**src/rtl/merge_select_2_pkg.sv**
```systemverilog
// Shared types for the 2-merger front end: element/tuple widths, merge state
// encoding and a tuple lead-element accessor.
package merge_pkg;

    localparam int W  = 32;
    localparam int TW = 2 * W;

    typedef enum logic [1:0] {
        MERGE   = 2'd0,
        DRAIN_A = 2'd1,
        DRAIN_B = 2'd2,
        SWITCH  = 2'd3
    } merge_state_e;

    // Tuples are stored sorted, so the low element is the smallest one.
    function automatic logic [W-1:0] lead_elem(input logic [TW-1:0] tuple);
        return tuple[W-1:0];
    endfunction

endpackage

```
**src/rtl/merge_select_2_if.sv**
```systemverilog
// Tuple-stream bus between the two FWFT input FIFOs, merge_select_2 and the
// bitonic network. Stats signals exist only when MERGE_SELECT_STATS_EN is defined.
interface merge_select_2_if;
    import merge_pkg::*;

    logic [TW-1:0] a_data;
    logic          a_empty;
    logic          a_last;
    logic          a_rd_en;
    logic [TW-1:0] b_data;
    logic          b_empty;
    logic          b_last;
    logic          b_rd_en;
    logic          out_stall;
    logic [TW-1:0] elems;
    logic [TW-1:0] top_tuple;
    logic          stall;
    logic          switch_output;
`ifdef MERGE_SELECT_STATS_EN
    logic [31:0]   a_count;
    logic [31:0]   b_count;
    logic [31:0]   stall_count;
    logic [31:0]   a_count_last;
    logic [31:0]   b_count_last;
    logic [31:0]   stall_count_last;
`endif

    modport slave (
        input  a_data, a_empty, a_last, b_data, b_empty, b_last, out_stall,
`ifdef MERGE_SELECT_STATS_EN
        output a_count, b_count, stall_count, a_count_last, b_count_last, stall_count_last,
`endif
        output a_rd_en, b_rd_en, elems, top_tuple, stall, switch_output
    );

    modport master (
        output a_data, a_empty, a_last, b_data, b_empty, b_last, out_stall,
`ifdef MERGE_SELECT_STATS_EN
        input  a_count, b_count, stall_count, a_count_last, b_count_last, stall_count_last,
`endif
        input  a_rd_en, b_rd_en, elems, top_tuple, stall, switch_output
    );

endinterface

```
**src/rtl/merge_select_2_cmp.sv**
```systemverilog
// Combinational pop selection for a 2-way merge: eligibility, lead-element
// compare with ties to A, and survivor-only popping while draining.
module merge_select_cmp
    import merge_pkg::*;
(
    input  merge_state_e   state,
    input  logic           stall_req,
    input  logic           a_empty,
    input  logic           a_done,
    input  logic           b_empty,
    input  logic           b_done,
    input  logic [W-1:0]   a_lead,
    input  logic [W-1:0]   b_lead,
    output logic           pop_a,
    output logic           pop_b
);

    logic a_elig_s;
    logic b_elig_s;

    assign a_elig_s = ~a_empty & ~a_done;
    assign b_elig_s = ~b_empty & ~b_done;

    // Select at most one stream to pop this cycle
    always_comb begin
        pop_a = 1'b0;
        pop_b = 1'b0;
        if (stall_req) begin
            pop_a = 1'b0;
            pop_b = 1'b0;
        end else begin
            case (state)
                MERGE: begin
                    if (a_elig_s && b_elig_s) begin
                        if (a_lead <= b_lead) begin
                            pop_a = 1'b1;
                        end else begin
                            pop_b = 1'b1;
                        end
                    end else begin
                        pop_a = 1'b0;
                        pop_b = 1'b0;
                    end
                end
                DRAIN_A: pop_a = a_elig_s;
                DRAIN_B: pop_b = b_elig_s;
                SWITCH: begin
                    pop_a = 1'b0;
                    pop_b = 1'b0;
                end
                default: begin
                    pop_a = 1'b0;
                    pop_b = 1'b0;
                end
            endcase
        end
    end

endmodule

```
**src/rtl/merge_select_2.sv**
```systemverilog
// 2-merger front end: pops the smaller-lead stream, registers tuples onto the
// network input, drains the survivor and toggles job parity. Optional per-job
// statistics are enabled with MERGE_SELECT_STATS_EN.
module merge_select_2
    import merge_pkg::*;
(
    input  logic             i_clk,
    input  logic             i_rst_n,
    merge_select_2_if.slave  bus
);

    merge_state_e  state_r;
    merge_state_e  state_nxt_s;
    logic          a_done_r;
    logic          b_done_r;
    logic          a_done_nxt_s;
    logic          b_done_nxt_s;
    logic          pop_a_s;
    logic          pop_b_s;
    logic          pop_any_s;
    logic [TW-1:0] pop_data_s;
    logic [TW-1:0] elems_r;
    logic [TW-1:0] top_tuple_r;
    logic          stall_r;
    logic          switch_r;

    merge_select_cmp u_cmp (
        .state     (state_r),
        .stall_req (bus.out_stall),
        .a_empty   (bus.a_empty),
        .a_done    (a_done_r),
        .b_empty   (bus.b_empty),
        .b_done    (b_done_r),
        .a_lead    (lead_elem(bus.a_data)),
        .b_lead    (lead_elem(bus.b_data)),
        .pop_a     (pop_a_s),
        .pop_b     (pop_b_s)
    );

    assign pop_any_s  = pop_a_s | pop_b_s;
    assign pop_data_s = pop_a_s ? bus.a_data : bus.b_data;

    // Job sequencing: a stream finishing in MERGE hands over to draining the other
    always_comb begin
        state_nxt_s  = state_r;
        a_done_nxt_s = a_done_r;
        b_done_nxt_s = b_done_r;
        case (state_r)
            MERGE: begin
                if (pop_a_s && bus.a_last) begin
                    a_done_nxt_s = 1'b1;
                    state_nxt_s  = DRAIN_B;
                end else if (pop_b_s && bus.b_last) begin
                    b_done_nxt_s = 1'b1;
                    state_nxt_s  = DRAIN_A;
                end else begin
                    state_nxt_s  = MERGE;
                end
            end
            DRAIN_A: begin
                if (pop_a_s && bus.a_last) begin
                    a_done_nxt_s = 1'b1;
                    state_nxt_s  = SWITCH;
                end else begin
                    state_nxt_s  = DRAIN_A;
                end
            end
            DRAIN_B: begin
                if (pop_b_s && bus.b_last) begin
                    b_done_nxt_s = 1'b1;
                    state_nxt_s  = SWITCH;
                end else begin
                    state_nxt_s  = DRAIN_B;
                end
            end
            SWITCH: begin
                a_done_nxt_s = 1'b0;
                b_done_nxt_s = 1'b0;
                state_nxt_s  = MERGE;
            end
            default: begin
                a_done_nxt_s = 1'b0;
                b_done_nxt_s = 1'b0;
                state_nxt_s  = MERGE;
            end
        endcase
    end

    // State and per-stream done flags
    always_ff @(posedge i_clk or negedge i_rst_n) begin
        if (!i_rst_n) begin
            state_r  <= MERGE;
            a_done_r <= 1'b0;
            b_done_r <= 1'b0;
        end else begin
            state_r  <= state_nxt_s;
            a_done_r <= a_done_nxt_s;
            b_done_r <= b_done_nxt_s;
        end
    end

    // Issue registers: data holds on every no-pop cycle, stall reports it
    always_ff @(posedge i_clk or negedge i_rst_n) begin
        if (!i_rst_n) begin
            elems_r     <= {TW{1'b0}};
            top_tuple_r <= {TW{1'b0}};
            stall_r     <= 1'b1;
        end else if (pop_any_s) begin
            elems_r     <= pop_data_s;
            top_tuple_r <= elems_r;
            stall_r     <= 1'b0;
        end else begin
            stall_r     <= 1'b1;
        end
    end

    // Job parity flips once per SWITCH bubble
    always_ff @(posedge i_clk or negedge i_rst_n) begin
        if (!i_rst_n) begin
            switch_r <= 1'b0;
        end else if (state_r == SWITCH) begin
            switch_r <= ~switch_r;
        end else begin
            switch_r <= switch_r;
        end
    end

    assign bus.a_rd_en       = pop_a_s;
    assign bus.b_rd_en       = pop_b_s;
    assign bus.elems         = elems_r;
    assign bus.top_tuple     = top_tuple_r;
    assign bus.stall         = stall_r;
    assign bus.switch_output = switch_r;

`ifdef MERGE_SELECT_STATS_EN
    logic [31:0] a_cnt_r;
    logic [31:0] b_cnt_r;
    logic [31:0] stall_cnt_r;
    logic [31:0] a_cnt_last_r;
    logic [31:0] b_cnt_last_r;
    logic [31:0] stall_cnt_last_r;
    logic [31:0] a_cnt_inc_s;
    logic [31:0] b_cnt_inc_s;
    logic [31:0] stall_cnt_inc_s;
    logic        switch_entry_s;

    assign switch_entry_s  = (state_nxt_s == SWITCH) && (state_r != SWITCH);
    assign a_cnt_inc_s     = a_cnt_r + {31'd0, pop_a_s};
    assign b_cnt_inc_s     = b_cnt_r + {31'd0, pop_b_s};
    assign stall_cnt_inc_s = stall_cnt_r + {31'd0, (stall_r && (state_r != SWITCH))};

    // Per-job counters; the closing cycle's increment is included in the snapshot
    always_ff @(posedge i_clk or negedge i_rst_n) begin
        if (!i_rst_n) begin
            a_cnt_r          <= 32'd0;
            b_cnt_r          <= 32'd0;
            stall_cnt_r      <= 32'd0;
            a_cnt_last_r     <= 32'd0;
            b_cnt_last_r     <= 32'd0;
            stall_cnt_last_r <= 32'd0;
        end else if (switch_entry_s) begin
            a_cnt_last_r     <= a_cnt_inc_s;
            b_cnt_last_r     <= b_cnt_inc_s;
            stall_cnt_last_r <= stall_cnt_inc_s;
            a_cnt_r          <= 32'd0;
            b_cnt_r          <= 32'd0;
            stall_cnt_r      <= 32'd0;
        end else begin
            a_cnt_r          <= a_cnt_inc_s;
            b_cnt_r          <= b_cnt_inc_s;
            stall_cnt_r      <= stall_cnt_inc_s;
        end
    end

    assign bus.a_count          = a_cnt_r;
    assign bus.b_count          = b_cnt_r;
    assign bus.stall_count      = stall_cnt_r;
    assign bus.a_count_last     = a_cnt_last_r;
    assign bus.b_count_last     = b_cnt_last_r;
    assign bus.stall_count_last = stall_cnt_last_r;
`endif

endmodule

```
**src/flat_wrapper.sv**
```systemverilog
// flat-port wrapper written by rule: the top's interface ports become plain ports
module merge_select_2_flat import merge_pkg::*;
  (i_clk, i_rst_n, bus_a_data, bus_a_empty, bus_a_last, bus_b_data, bus_b_empty, bus_b_last, bus_out_stall, bus_a_rd_en, bus_b_rd_en, bus_elems, bus_top_tuple, bus_stall, bus_switch_output);
  merge_select_2_if bus_i ();
  input  logic i_clk;
  input  logic i_rst_n;
  input wire logic [$bits(bus_i.a_data)-1:0] bus_a_data;
  input wire logic [$bits(bus_i.a_empty)-1:0] bus_a_empty;
  input wire logic [$bits(bus_i.a_last)-1:0] bus_a_last;
  input wire logic [$bits(bus_i.b_data)-1:0] bus_b_data;
  input wire logic [$bits(bus_i.b_empty)-1:0] bus_b_empty;
  input wire logic [$bits(bus_i.b_last)-1:0] bus_b_last;
  input wire logic [$bits(bus_i.out_stall)-1:0] bus_out_stall;
  output wire logic [$bits(bus_i.a_rd_en)-1:0] bus_a_rd_en;
  output wire logic [$bits(bus_i.b_rd_en)-1:0] bus_b_rd_en;
  output wire logic [$bits(bus_i.elems)-1:0] bus_elems;
  output wire logic [$bits(bus_i.top_tuple)-1:0] bus_top_tuple;
  output wire logic [$bits(bus_i.stall)-1:0] bus_stall;
  output wire logic [$bits(bus_i.switch_output)-1:0] bus_switch_output;
  assign bus_i.a_data = bus_a_data;
  assign bus_i.a_empty = bus_a_empty;
  assign bus_i.a_last = bus_a_last;
  assign bus_i.b_data = bus_b_data;
  assign bus_i.b_empty = bus_b_empty;
  assign bus_i.b_last = bus_b_last;
  assign bus_i.out_stall = bus_out_stall;
  assign bus_a_rd_en = bus_i.a_rd_en;
  assign bus_b_rd_en = bus_i.b_rd_en;
  assign bus_elems = bus_i.elems;
  assign bus_top_tuple = bus_i.top_tuple;
  assign bus_stall = bus_i.stall;
  assign bus_switch_output = bus_i.switch_output;
  merge_select_2 u_core (.i_clk(i_clk), .i_rst_n(i_rst_n), .bus(bus_i));
endmodule
```
**config.mk**
```make
export PLATFORM = sky130hd
export DESIGN_NAME = merge_select_2_flat
export DESIGN_NICKNAME = d
export VERILOG_FILES = /design/src/rtl/merge_select_2_pkg.sv /design/src/rtl/merge_select_2_if.sv /design/src/rtl/merge_select_2_cmp.sv /design/src/rtl/merge_select_2.sv /design/src/flat_wrapper.sv
export SDC_FILE = /design/constraint.sdc
export NUM_CORES = 1
export LEC_CHECK = 0
export CAP_MARGIN = 20
export CORE_MARGIN = 10
export CORE_UTILIZATION = 41
export CTS_BUF_LIST = sky130_fd_sc_hd__clkbuf_8
export DETAILED_ROUTE_END_ITERATION = 8
export PLACE_DENSITY = 0.9
export SYNTH_ARGS = -nofsm -noshare
export SYNTH_HDL_FRONTEND = slang
export SYNTH_HIERARCHICAL = 1
export SYNTH_SLANG_ARGS = --single-unit
```
**constraint.sdc**
```tcl
create_clock -name i_clk -period 2.44 [get_ports i_clk]
set_clock_uncertainty 0.2 [all_clocks]
set_input_delay 0.488 -clock i_clk [delete_from_list [all_inputs] [get_ports i_clk]]
set_output_delay 0.488 -clock i_clk [all_outputs]
set_load 0.03 [all_outputs]
```
* Word-level counts from Yosys, hierarchy flattened *
Cells that the tools add are included.

storage, ports and cells
  register bits after elaboration = 134
  bits of input ports = 135
  output and inout port bits = 132

cells by class
  order comparisons = 1
  equality and inequality tests = 5
  multiplexer cells = 20
  bitwise logic cells = 8
  reductions and logical operators = 9

operators with widths
  operator                                                               count
  64-bit 2-to-1 mux                                                      1
  32-bit <= comparator                                                   1
  1-bit 2-to-1 mux                                                       12
  2-bit case mux with 4 select lines                                     1
  1-bit case mux with 2 select lines                                     3
  1-bit NOT                                                              5
  2-bit equality test, second input constant                             2
  2-bit 2-to-1 mux                                                       2
  2-bit AND reduction                                                    2
  1-bit logical AND                                                      3
  1-bit case mux with 3 select lines                                     1
  3-bit nonzero test                                                     1
  1-bit AND                                                              2
  2-bit by 1-bit equality test with 1-bit output, second input constant  1
  2-bit zero test                                                        1
  2-bit by 1-bit != test with 1-bit output, second input constant        1
  2-bit != test, second input constant                                   1
  2-bit nonzero test                                                     1
  2-bit OR reduction                                                     1
  1-bit bitwise OR                                                       1

* Longest topological paths before layout *
  depth after elaboration = 10
  gate-level depth with buffers = 13
  depth with buffers taken out = 10

* Modules after synthesis *
Netlist, hierarchy kept.

modules (own cells, without submodules)
  module            instances  cells each  area an instance (um^2)  seq. area each (um^2)
  merge_select_2    1          429         5723.0                   3354.5
  merge_select_cmp  1          123         914.6                    0.0

* Worst setup path before layout *
No wires, ideal clock.

  path type = input -> register
  start point = in bus_b_data[27]
  end point = reg u_core.elems_r[16] (netlist: u_core/bus.elems[16])
  setup time = 0.132 ns
  data arrival time = 3.044 ns
  data required time = 2.108 ns
  setup slack = -0.936 ns
  stages on the path = 12
  path buffers = 2
  path through = inv_1 > ha_1 > nand4_1 > nor4_2 > and4_1 > nor2b_1 > a22oi_1 > o21ai_1 > buf_4 > buf_4 > mux2i_1 > o21ai_1

between the ends
  longest elaborated chain between the ends = 6
  elaborated cells on any way between the ends = 11

RTL lines
  what                                RTL line                  RTL
  start, declared                     flat_wrapper.sv:10        input wire logic [$bits(bus_i.b_data)-1:0] bus_b_data;
  32-bit <= comparator                merge_select_2_cmp.sv:35  if (a_lead <= b_lead) begin
  1-bit 2-to-1 mux                    merge_select_2_cmp.sv:35
  1-bit 2-to-1 mux                    merge_select_2_cmp.sv:34  if (a_elig_s && b_elig_s) begin
  1-bit case mux with 2 select lines  merge_select_2_cmp.sv:32  case (state)
  1-bit 2-to-1 mux                    merge_select_2_cmp.sv:28  if (stall_req) begin
  named net bus_b_rd_en               flat_wrapper.sv:15        output wire logic [$bits(bus_i.b_rd_en)-1:0] bus_b_rd_en;
  1-bit bitwise OR                    merge_select_2.sv:40      assign pop_any_s = pop_a_s | pop_b_s;
  end signal, assigned                merge_select_2.sv:105     elems_r <= {TW{1'b0}};
  end signal, assigned                merge_select_2.sv:109     elems_r <= pop_data_s;
  end, declared                       merge_select_2.sv:22      logic [TW-1:0] elems_r;

The timed path passes the listed nets, and every way through them passes these cells.
A chain may end at the register's enable or synchronous reset.

* Worst setup path after layout *
  start point = in bus_a_data[9]
  end point = out bus_a_rd_en

between the ends
  longest elaborated chain between the ends = 5

RTL lines
  what                                RTL line                  RTL
  start, declared                     flat_wrapper.sv:7         input wire logic [$bits(bus_i.a_data)-1:0] bus_a_data;
  32-bit <= comparator                merge_select_2_cmp.sv:35
  1-bit 2-to-1 mux                    merge_select_2_cmp.sv:35
  1-bit 2-to-1 mux                    merge_select_2_cmp.sv:34
  1-bit case mux with 2 select lines  merge_select_2_cmp.sv:32
  1-bit 2-to-1 mux                    merge_select_2_cmp.sv:28
  end, declared                       flat_wrapper.sv:14        output wire logic [$bits(bus_i.a_rd_en)-1:0] bus_a_rd_en;

No other way between the ends.

==> results.yml <==
status:
  outcome: "finished, violations left"
  failed_checks: "negative setup slack"
clock_tree:
  insertion_delay_ps: 430
  clk_pin_slew_ps: 80
  cts_tree: "built"
  cts_htree_levels: 4
  cts_buffer_depth: 2
  cts_made_buffers: 17
  clkSinkCount: 134
  root_buffer: "clkbuf_8"
critical_path:
  r2r_start: "u_core/b_done_r"
  cp_slowest_stage_delay_ps: 430
  cp.required_ps: 1750
  regToRegEndpoint: "u_core/bus.top_tuple[58]"
  worstSetupPathType: "primary input to output port"
  slowest_stage: "or3b_4"
  worst-path-buf-inv: 2
  rrSetupSlack_ps: -40
  cp_cell_sequence: "clkdlybuf4s15_2 > ha_4 > a21o_1 > nand3_1 > a21oi_2 > or3b_4 > a221oi_4 > o211a_4 > buf_8"
  critPathTopFamily: "compound AO/OA/AOI/OAI gates"
  end_kind: "output port"
  r2r_cells: 10
  cp_data_arrival_time_ps: 2330
  worstSetupStartpointType: "primary input"
  worstPathMaxFanout: 2
placement:
  gp_congestion: 0.792
  place_area_sq_um: 9890
  place_inst: 1034
  place_hpwl_microns: 16100
  numPortBuffers: 266
yosys:
  synth_edf_count: 0
  synth.distinct_cells: 41
  ys_warn_count: 6
  synth-seq-cells: 134
  synth.net_count: 719
  synth.avg_cell_area_sq_um: 12.0
  ys_seq_area_share_pct: 50.5
  synthesis.area_sq_um: 6640
  syn_inst: 552
  synth-main-ff-cell: "dfrtp_1"
  async_flop_share_pct: 100
sta:
  fmax_ghz: 0.331
  min_period_ps: 3020
  hold_violations: 0
  setup_tns_ps: -59980
  maxSlewHeadroom_pct: 69.3
  post-route-period-util_pct: 124
  rsz0062_at_grt: "true"
  fin_ws_ps: -581
  slew_viol_final: 0
  whs_ps: 90.8
  setup_viol: 135
  worstMarginPinSlew_ps: 461
cells_and_area:
  layout_commonest_cell: "clkdlybuf4s50_1"
  finalNonFillerCells: 1093
  drive_gt1_share_pct: 33.7
  fillers: 1145
  design_area_sq_um: 11100
  mostFrequentLayoutCells: "clkdlybuf4s50_1, dfrtp_1, nand2_1"
  nets: 1030
  area_growth_pct: 66.7
routing:
  wl_microns: 22600
  vias_per_cell: 4.98
  dr.pass1.iters: 6
  wl_per_cell_microns: 20.7
  antenna_left: 0
  num_vias: 5441
  drt-initial-drc-count: 210
  remaining_drc_errors: 0
floorplan:
  core_sq_um: 15900
  rows: 46
  start_util_pct: 41.8
  ios: 267
  die_width_microns: 147
  dieArea_sq_um: 21700
  die_height_microns: 147
pwr:
  leakage_nw: 4.85
  vdd_drop_max_mv: 0.681
  power_frac_seq_pct: 31.2
  powerDensity_nw_per_um2: 1160
  p_int_w: 0.00757
  clockPowerShare_pct: 14.5
  swShare_pct: 41.1
  p_comb_share_pct: 54.3
  switchingPower_w: 0.00528
global_route:
  grt_max_degree: 48
  gr-total-overflow: 0
  grt_pass1_wl_microns: 34800
  grt_pass1_vias: 5997
  antenna_found_initial: 1
  groute.usage.overall_pct: 20.3
hold_path:
  min_path_cells: 3
  worst_hold_path.endpoint: "u_core/bus.elems[26]"
  hp-class: "primary input to flop"
  hold_start: "bus_a_data[26]"
job:
  cap_violations: 0
layout make-up:
cell class / instances / area (sq um) / share of cell area, %
flip-flops and latches: 134 / 3350 / 30.3
diodes: 1 / 2.50 / 0.0226
inverters: 33 / 149 / 1.35
repair buffers: 320 / 3350 / 30.3
multi-input cells: 357 / 3540 / 32.0
clock buffers: 19 / 262 / 2.36
clock inverters: 13 / 130 / 1.18
well taps: 216 / 270 / 2.44
metal layers:
| metal | wire (microns) | vias up | track usage, % |
|---|---|---|---|
| met5 | 0 | - | 0 |
| met2 | 11600 | 200 | 35.0 |
| li1 | - | 2555 | - |
| met3 | 1500 | 28 | 6.42 |
| met4 | 416 | 0 | 5.90 |
| met1 | 9140 | 2658 | 23.5 |
cells in the mapped netlist (all sizes together) (2+ instances only):
cell type,number,area (sq um)
dfrtp,133,3330
nand2,75,282
o21ai,71,355
mux2,64,905
mux2i,64,641
inv,33,124
ha,32,400
buf,16,138
a21oi,15,75.1
clkbuf,12,45.0
nand4,4,52.6
nor2,4,22.5
a21o,3,22.5
and2,2,17.5
and4,2,17.5
nor2b,2,12.5
nor4,2,25.0
o21a,2,15.0
stage by stage:
| step | worst slack, ps | util (%) | total power (W) |
|---|---|---|---|
| 2_1_floorplan | -636 | - | 0.00760 |
| 3_3_place_gp | -1330 | 62.3 | 0.0104 |
| 3_5_place_dp | -1440 | 62.3 | 0.0106 |
| 4_1_cts | -580 | 68.7 | 0.0128 |
| 5_1_grt | -651 | 69.6 | 0.0135 |
| 6_report | -581 | 69.6 | 0.0128 |
sequential cells by signal, summed over array words and instances (netlist names):
register / flops
u_core/bus.elems: 64
u_core/bus.top_tuple: 64
u_core/state_r: 2
u_core/a_done_r: 1
u_core/b_done_r: 1
u_core/bus.stall: 1
u_core/bus.switch_output: 1
worst min-delay path: stages:
cell,delay [ps]
buf_6,80
nand2_1,40
o21ai_1,70
how the worst max path moves through the flow:
stage	depth (start not counted)	from	to	slack [ps]
floorplan	13	bus_b_data[11]	u_core/bus.top_tuple[14]	-640
global placement	12	bus_b_data[10]	u_core/bus.top_tuple[7]	-1330
detailed placement	13	bus_b_data[11]	u_core/bus.top_tuple[10]	-1440
CTS	10	bus_a_data[13]	bus_a_rd_en	-580
global route	10	bus_a_data[13]	bus_a_rd_en	-650
finish	9	bus_a_data[9]	bus_a_rd_en	-580
power groups by stage:
stage	clock network, W	registers [W]	logic (W)
after floorplan	0	0.00582	0.00177
after global placement	0	0.00397	0.00641
after detailed placement	0	0.00400	0.00655
after CTS	0.00190	0.00399	0.00689
after global routing	0.00201	0.00414	0.00731
final	0.00186	0.00401	0.00698
logic make-up (layout without fill, tap and decap cells):
family / after synthesis / after routing / synth area share [%]
AND/OR/NAND/NOR: 97 / 97 / 7.13
other: 0 / 1 / 0
XOR/XNOR: 1 / 1 / 0.132
multiplexers: 128 / 128 / 23.3
flip-flops: 134 / 134 / 50.5
AO/OA/AOI/OAI: 99 / 99 / 8.28
adder cells (fa/ha/maj): 32 / 32 / 6.03
buffers and inverters: 61 / 385 / 4.62
repair_timing:
| item | 4_1_cts | 5_1_grt |
|---|---|---|
| setup buffers | 16 | 3 |
| cloned | 6 | 2 |
| hold endpoints to repair | 42 | 0 |
| pin swaps | 48 | 14 |
| endpoints found under the setup margin | 135 | 135 |
| hold buffers | 1 | 0 |
| gates resized for setup | 291 | 54 |
No activity file was read; power rests on OpenSTA's default activity.
